==> src/rtl/system_top.sv <==
// VGA 640x480@60 colour-square display driven by a debounced GPIO byte loader.
// Define SYSTEM_TOP_COLORBARS_EN to replace the square with eight vertical colour bars.
module system_top #(
  parameter int unsigned DEBOUNCE_CYCLES = 1000,
  parameter int unsigned SQ_SIZE         = 128
) (
  input  logic        clk,
  input  logic        rst,
  input  logic [35:0] gpio1,
  output logic        hsync,
  output logic        vsync,
  output logic        vga_blank_n,
  output logic        vga_clk,
  output logic [7:0]  r,
  output logic [7:0]  g,
  output logic [7:0]  b
);

  localparam int unsigned DB_W = $clog2(DEBOUNCE_CYCLES + 1);
  localparam logic [DB_W-1:0] DB_LAST = DB_W'(DEBOUNCE_CYCLES - 1);
  localparam logic [9:0] SQ_H0 = 10'(320 - SQ_SIZE / 2);
  localparam logic [9:0] SQ_H1 = 10'(320 + SQ_SIZE / 2);
  localparam logic [9:0] SQ_V0 = 10'(240 - SQ_SIZE / 2);
  localparam logic [9:0] SQ_V1 = 10'(240 + SQ_SIZE / 2);

  logic [8:0]      sync1, sync2;
  logic [7:0]      d_sync;
  logic            strobe_sync;
  logic            db_strobe;
  logic [DB_W-1:0] db_cnt;
  logic [7:0]      data;

  logic            tgl;
  logic [9:0]      h_cnt, v_cnt;

  logic            active;
  logic            hs_next, vs_next;
  logic [7:0]      r_next, g_next, b_next;
  logic            unused_bits;

  // Only gpio1[33:25] are used; sync index n corresponds to gpio1[n+25].
  always_ff @(posedge clk or negedge rst) begin
    if (!rst) begin
      sync1 <= '0;
      sync2 <= '0;
    end else begin
      sync1 <= gpio1[33:25];
      sync2 <= sync1;
    end
  end

  assign strobe_sync = sync2[0];
  assign d_sync = {sync2[7], sync2[8], sync2[5], sync2[6],
                   sync2[3], sync2[4], sync2[1], sync2[2]};

  // db_cnt counts consecutive clks where the synced strobe differs from the accepted level.
  always_ff @(posedge clk or negedge rst) begin
    if (!rst) begin
      db_cnt    <= '0;
      db_strobe <= 1'b0;
      data      <= '0;
    end else if (strobe_sync == db_strobe) begin
      db_cnt <= '0;
    end else if (db_cnt == DB_LAST) begin
      db_cnt    <= '0;
      db_strobe <= strobe_sync;
      if (strobe_sync)
        data <= d_sync;
    end else begin
      db_cnt <= db_cnt + 1'b1;
    end
  end

  // vga_clk trails tgl by one clk, so tgl=1 marks the clk on which vga_clk rises.
  always_ff @(posedge clk or negedge rst) begin
    if (!rst) begin
      tgl     <= 1'b0;
      vga_clk <= 1'b0;
      h_cnt   <= '0;
      v_cnt   <= '0;
    end else begin
      tgl     <= ~tgl;
      vga_clk <= tgl;
      if (tgl) begin
        if (h_cnt == 10'd799) begin
          h_cnt <= '0;
          v_cnt <= (v_cnt == 10'd524) ? '0 : v_cnt + 10'd1;
        end else begin
          h_cnt <= h_cnt + 10'd1;
        end
      end
    end
  end

`ifdef SYSTEM_TOP_COLORBARS_EN
  logic [2:0] bar;

  assign unused_bits = ^{gpio1[35:34], gpio1[24:0], data};

  always_comb begin
    bar     = 3'(h_cnt / 10'd80);
    active  = (h_cnt < 10'd640) && (v_cnt < 10'd480);
    hs_next = !((h_cnt >= 10'd656) && (h_cnt <= 10'd751));
    vs_next = !((v_cnt >= 10'd490) && (v_cnt <= 10'd491));
    r_next  = {8{bar[2]}};
    g_next  = {8{bar[1]}};
    b_next  = {8{bar[0]}};
    if (!active) begin
      r_next = '0;
      g_next = '0;
      b_next = '0;
    end
  end
`else
  logic in_sq;

  assign unused_bits = ^{gpio1[35:34], gpio1[24:0]};

  always_comb begin
    active  = (h_cnt < 10'd640) && (v_cnt < 10'd480);
    hs_next = !((h_cnt >= 10'd656) && (h_cnt <= 10'd751));
    vs_next = !((v_cnt >= 10'd490) && (v_cnt <= 10'd491));
    in_sq   = (h_cnt >= SQ_H0) && (h_cnt < SQ_H1) &&
              (v_cnt >= SQ_V0) && (v_cnt < SQ_V1);
    r_next  = 8'h20;
    g_next  = 8'h20;
    b_next  = 8'h20;
    if (in_sq) begin
      r_next = {data[7:5], data[7:5], data[7:6]};
      g_next = {data[4:2], data[4:2], data[4:3]};
      b_next = {4{data[1:0]}};
    end
    if (!active) begin
      r_next = '0;
      g_next = '0;
      b_next = '0;
    end
  end
`endif

  always_ff @(posedge clk or negedge rst) begin
    if (!rst) begin
      hsync       <= 1'b1;
      vsync       <= 1'b1;
      vga_blank_n <= 1'b0;
      r           <= '0;
      g           <= '0;
      b           <= '0;
    end else begin
      hsync       <= hs_next;
      vsync       <= vs_next;
      vga_blank_n <= active;
      r           <= r_next;
      g           <= g_next;
      b           <= b_next;
    end
  end

endmodule

==> config.mk <==
export PLATFORM = sky130hd
export DESIGN_NAME = system_top
export DESIGN_NICKNAME = d
export VERILOG_FILES = /design/src/rtl/system_top.sv
export SDC_FILE = /design/constraint.sdc
export NUM_CORES = 1
export LEC_CHECK = 0
export CAP_MARGIN = 20
export CORE_UTILIZATION = 45
export CTS_CLUSTER_DIAMETER = 200
export DETAILED_ROUTE_END_ITERATION = 16
export PLACE_DENSITY = 0.72
export SLEW_MARGIN = 20
export SYNTH_ARGS = -nofsm -noshare
export SYNTH_HDL_FRONTEND = slang
export SYNTH_SLANG_ARGS = --single-unit
==> constraint.sdc <==
create_clock -name clk -period 4.9 [get_ports clk]
set_input_delay 0.49 -clock clk [delete_from_list [all_inputs] [get_ports clk]]
set_output_delay 0.49 -clock clk [all_outputs]
set_load 0.05 [all_outputs]
Yosys cells after proc, flatten, opt, wreduce, memory -nomap -nowiden
Cells that the tools add are included.
- bits in registers: 86
- output and inout port bits: 28
- input port bits: 38
- logic and storage cells: 55
- muxes and demuxes: 10
- reductions and logical operators: 11
- add/subtract/negate cells: 3
- order comparisons: 10
- bitwise gates (word level): 2
- equal/unequal tests: 4
- operators by type and width (operator ; number):
    $mux W8 ; 6
    $mux W10 ; 4
    $add A10 B1 Y10 const B ; 3
    $eq A10 B10 Y1 const B ; 3
    $lt A10 B9 Y1 const B ; 3
    $ge A10 B9 Y1 const B ; 2
    $ge A10 B10 Y1 const B ; 1
    $ge A10 B8 Y1 const B ; 1
    $le A10 B10 Y1 const B ; 1
    $le A10 B9 Y1 const B ; 1
    $lt A10 B10 Y1 const B ; 1
    $logic_and A1 B1 Y1 ; 6
    $reduce_and A2 Y1 ; 2
    $reduce_and A3 Y1 ; 1
    $logic_not A1 Y1 ; 2
    $not A1 Y1 ; 2
    $eq A1 B1 Y1 ; 1

Longest topological paths before layout
- depth in word-level cells: 6
- depth in mapped cells: 7
- gate-level depth less buffers: 6

Worst setup path after synthesis
Ideal clock, no wire load.
- path type: flip-flop to flip-flop
- start: reg db_cnt[0]
- end: reg data[0]
- stages on the path, launching flop included: 6
- data required time: 4.775 ns
- path buffers: 1
- arrival: 1.617 ns
- slack: 3.158 ns
- cells stage by stage: dfrtp_1 -> ha_1 -> nand2_2 -> or4_1 -> buf_4 -> mux2_4
- word-level cells in the longest chain between the ends: 2
- ends and longest elaborated chain (item ; RTL line ; text):
    start: declaration ; 30 ; logic [DB_W-1:0] db_cnt;
    start signal: assignment ; 70 ; db_cnt <= db_cnt + 1'b1;
    $eq A10 B10 Y1 ; 64 ; end else if (db_cnt == DB_LAST) begin
    $reduce_and A3 Y1 (no line) ; - ;
    end signal: assignment ; 68 ; data <= d_sync;
    end: declaration ; 31 ; logic [7:0] data;
Every way passes these cells.
A chain may end at the register's enable or synchronous reset.

Worst setup path in the final report
- start: reg vsync
- end: out vsync
- RTL lines (item ; RTL line ; text):
    start: declaration ; 11 ; output logic vsync,
    start signal: assignment ; 151 ; vsync <= vs_next;
No word-level cell between the ends.

==> run summary <==
Buf/Inv on CP - 1
Worst-Skew Late Latency - 0.34 ns
Count of boundary I/O pins - 66
Leak Pwr - 1.61 nW
Die area - 7230 um2
Hold-fix buffers, CTS - 0
Remaining Overflow, GRT - 0
Critical path's top delay family - buffers and inverters
Final core utilization - 56.3%
Crit end category - output pin
Slowest stage cell, crit path - clkdlybuf4s50_1
Final Skew - 0.00777 ns
GRT Overall Usage - 15.3%
Worst-path maximum fanout - 1
WL/cell - 13.0 um
Status - completed
Placeable Area - 6490 um2
First-pass GRT wire length - 8.48 mm
Peak Freq - 466 MHz
IO buf count - 38
Worst Max-Slew Pin Slew - 0.663 ns
Num CTS Buffers - 9
Hold Vio Cnt, Final - 0
Starting Density - 47.8%
Crit share post-route - 43.8%
Reg2reg end - data[2]
CP Depth - 1
Die X - 85.0 um
Fin. max-slew vios - 0
Flop2flop setup slack - 2.90 ns
Placement-stage worst setup slack - 2.88 ns
Max-cap viol count - 0
Final ANT Viol Nets - 0
Reg-to-Reg Start - db_cnt[0]
Crit path cell chain - clkdlybuf4s50_1
Area grow syn2layout - 17.7%
Synthesized Nets - 299
WS Path Type - flop to output pin
Row count - 29
Data required, critical path - 4.41 ns
TritonCTS clock tree - yes
VDD IR max - 0.131 mV
Fraction of layout cells with a size suffix above 1 - 15.1%
Synth area leaders - dfrtp_1 (57%), mux2_4 (4.4%), buf_4 (3.4%)
Hold slack - 0.155 ns
FFs w/ async S/R, synth - 100%
CTS max path bufs - 2
Vias in the first global route - 1,877
RSZ-0062 raised after global routing - no
Synth top area share - 57.3%
Clock slew at reported path FFs - 0.08 ns
Main synth FF type - dfrtp_1
Relative slew slack - 55.5%
Syn. warnings - 0
Final net count - 331
FF+latch count, synth - 73
Die Y - 85.0 um
Pwr Density - 306 nW/um2
Most frequent cell after synthesis - dfrtp_1
Placer Congestion - 0.832
Hold Crit Class - primary input to async pin
End of the critical path - vsync
Largest net degree at the start of global routing - 47
Critical Path AT - 1.66 ns
Final min period - 2.15 ns
Clock Root Buffer - clkbuf_8
Max stage delay on crit path - 0.80 ns
Mean Syn Cell Area - 12.2 um2
Total Wirelength - 4.81 mm
Diodes inserted - 0
Synth cell types - 48
Final setup margin - 2.75 ns
Crit path launch - vsync
First-pass DRT Iterations - 4
Vias - 1,906
Setup TNS - 0 ns
Setup bufs post-CTS - 0
Commonest cells post-synth - dfrtp_1 (71), nor2_1 (23), buf_4 (14), inv_1 (14), nand3_1 (12)
Seq/Total Area, Yosys - 59.0%
Number of synthesized flops with an enable pin - 0
Drt via density - 5.17
DP HPWL - 3.36 mm
Sink Count - 73
Synth area leader - dfrtp_1
Worst r2r path cells - 4
1st-iter DRT viols - 37
Cells after Synth - 255
Final setup viols - 0
H-tree levels - 3
Initial antenna violation count - 0
Setup crit start kind - flop
Post-Synthesis Cell Area - 3100 um2
Post-cts resize count - 0
DRC viols - 0
[sequential cells by signal (all words and copies together) (netlist names), 3 cells and up]
name    count
sync2       9
db_cnt     10
b           3
g           4
data        8
h_cnt      10
v_cnt      10
r           4
sync1       9
[stage by stage]
stage          power, mW  std cells  area [um2]
6_report            1.12        369        3650
5_1_grt             1.16        369        3650
4_1_cts             1.13        369        3650
3_5_place_dp       0.654        353        3450
3_3_place_gp       0.653        353        3450
2_1_floorplan      0.632        255        3100
[how the worst min path moves through the flow]
stage,startpoint,to,slack (ns),cells after the start
global route,rst,db_strobe,0.19,1
global placement,sync1[0],sync2[0],0.33,0
detailed placement,sync1[8],sync2[8],0.34,0
finish,rst,db_strobe,0.15,1
floorplan,rst,b[3],0.19,0
CTS,rst,db_strobe,0.17,1
[metal layers]
metal / share of wire [%] / vias to the layer above / GRT usage (%)
li1: - / 927 / -
met1: 46 / 930 / 18.7
met2: 48 / 41 / 24.3
met3: 4.6 / 8 / 5.16
met4: 2.0 / 0 / 7.86
met5: 0 / - / 0
[logic make-up (layout without fill, tap and decap cells)]
| family | Yosys count | in the layout | synth area share (%) |
|---|---|---|---|
| and+or+nand+nor | 91 | 91 | 17.2 |
| DFF | 73 | 73 | 59.0 |
| buffers and inverters | 32 | 69 | 5.93 |
| AOI/OAI and AO/OA | 25 | 25 | 5.52 |
| xor gates and xnor gates | 15 | 15 | 4.23 |
| muxes | 13 | 13 | 5.73 |
| adders and majority gates | 6 | 6 | 2.42 |
[cell usage in the layout, fill, tap and decap left out, types with 6 or more instances in the layout]
| cell type | netlist | final |
|---|---|---|
| and2_1 | 9 | 9 |
| clkbuf_8 | 0 | 9 |
| nand2_1 | 10 | 10 |
| nor2_1 | 23 | 23 |
| clkdlybuf4s50_1 | 0 | 37 |
| xnor2_1 | 11 | 11 |
| nand3_1 | 12 | 12 |
| ha_1 | 6 | 6 |
| o21ai_0 | 7 | 7 |
| nor3_1 | 6 | 6 |
| inv_1 | 14 | 14 |
| mux2_4 | 9 | 9 |
| dfrtp_1 | 71 | 71 |
[cell type report]
class	count	area, um2
clock buffer	9	124
clock inverter	7	78.8
inverter	14	52.6
tap	77	96.3
sequential	73	1830
fill	514	2840
multi-input combinational	150	1090
timing repair buffer	39	383
[power by group]
part	internal, mW	switching [mW]
clock	0.239	0.237
combinational	0.00973	0.0156
sequential	0.611	0.00372
total	0.860	0.256
(Power assumes the default switching activity.)
==> patch: new RTL, config.mk and constraints unchanged <==
Remove the register `b`: a continuous assignment takes its place, so the output `b` follows one clock earlier.
--- a/src/rtl/system_top.sv
+++ b/src/rtl/system_top.sv
@@ -145,16 +145,16 @@
       vga_blank_n <= 1'b0;
       r           <= '0;
       g           <= '0;
-      b           <= '0;
     end else begin
       hsync       <= hs_next;
       vsync       <= vs_next;
       vga_blank_n <= active;
       r           <= r_next;
       g           <= g_next;
-      b           <= b_next;
     end
   end
 
+  assign b = b_next;
+
 endmodule
 
Behaviour: not the same (a bounded check fails within 4 cycles, from zero or initial values and one cycle with rst low).
==> patch against the unedited design <==
  * Final area decreased by 2.7%
  * Count of clock-buffer cells in the layout increased by 3
  * Global-route usage decreased by 0.40 points
  * Critical path depth increased by 4
  * Combinational power decreased by 2%
  * Sequential share of layout area decreased by 0.74 points
  * Synthesized area decreased by 3.3%
  * Via count unchanged
  * Routed wire length decreased by 1.7%
  * First-iteration DRC count increased by 130%
  * Worst setup slack got worse by 0.99 ns
  * Register-to-register slack got worse by 0.02 ns
  * Power decreased by 2.1%
  * Sequential cell count decreased by 3
==> patch: results (changes against the unedited design) <==
[global_route]
grt_pass1_vias=1723  ; was 1877
grt_usage=0.149  ; was 0.153
grt_max_degree=71  ; was 47
grt_pass1_wl_um=8110  ; was 8480 µm

[setup_path]
max_stage_delay_ns=0.82  ; was 0.80 ns
worstPathMaxFanout=11  ; was 1
cp_top_family=buffers and inverters  ; unchanged
rrSetupSlack_ns=2.88  ; was 2.90 ns
arrival_ns=2.64  ; was 1.66 ns

[power]
ir_drop_uv=174  ; was 131 µV
power_leakage_nw=1.59  ; was 1.61 nW
internal_power_uw=870  ; was 860 µW

[outcome]
outcome=finished, final reports clean  ; unchanged

[synthesis]
synth_area_leaders=dfrtp_1 57%, mux2_4 4.0%, buf_4 3.5%  ; was dfrtp_1 57%, mux2_4 4.4%, buf_4 3.4%
ys_seq_area_frac=0.585  ; was 0.590
syn-num-nets=297  ; was 299
synth_top_cell_area_share=0.567  ; was 0.573
ys_types=44  ; was 48

[clock_tree]
clkLatencyLatePin_ns=0.35

[layout]
nNetsFinal=329  ; was 331
drive_gt1_frac=0.131  ; was 0.151

[sta]
finClkSkew_ns=0.00512  ; was 0.00777 ns
worst_pin_slew_ns=0.849  ; was 0.663 ns
whs_ns=0.318  ; was 0.155 ns

[placement]
io_buffers=38  ; unchanged
gp_congestion=0.793  ; was 0.832
dp_hpwl_um=3150  ; was 3360 µm

[route]
drt_iter0_drc=86  ; was 37

## patch: final timing paths
check	cells after the start	endpoint	from
min in group clk	0	sync2[6]	sync1[6]
worst min register to register	0	sync2[6]	sync1[6]
worst min-delay path	2	v_cnt[2]	rst
worst max-delay path	5	b[2]	h_cnt[8]
worst max register to register	4	data[5]	db_cnt[0]
max in group asynchronous	2	sync1[2]	rst
## patch: power groups by stage
stage / clock [mW] / sequential [mW] / combinational, mW
floorplan: 0 / 0.601 / 0.00540
global placement: 0 / 0.601 / 0.0257
detailed placement: 0 / 0.602 / 0.0261
CTS: 0.494 / 0.591 / 0.0260
global route: 0.516 / 0.592 / 0.0289
finish: 0.477 / 0.591 / 0.0249
## patch: per-stage QoR
stage               std cells  setup slack [ns]  power [mW]  cell area [µm²]
floorplan                 253              2.30       0.606             3000
global placement          351              2.19       0.627             3350
detailed placement        351              2.16       0.628             3350
global route              366              1.56        1.14             3560
finish                    366              1.77        1.09             3560
CTS                       366              1.76        1.11             3560
## patch: area by class of cell
cell class / count / area [µm²]
clock inverter: 3 / 42.5
inverter: 15 / 56.3
sequential: 70 / 1750
multi-input combinational: 150 / 1060
tap: 77 / 96.3
clock buffer: 12 / 165
timing repair buffer: 39 / 383
fill: 528 / 2830
## patch: logic make-up (layout without fill, tap and decap cells)
family                     count (synthesis)  after routing  synth area share
xor gates and xnor gates                  15             15            0.0438
AOI/OAI and AO/OA                         28             28            0.0647
buffers and inverters                     33             69            0.0622
muxes                                     11             11            0.0509
and+or+nand+nor                           90             90             0.169
adders and majority gates                  6              6            0.0250
DFF                                       70             70             0.585
## patch: routing by layer
metal	wire, µm	vias up	global-route usage
met5	0	-	0
met3	188	12	0.0356
met4	133	0	0.0971
li1	-	916	-
met2	2190	46	0.220
met1	2210	932	0.197
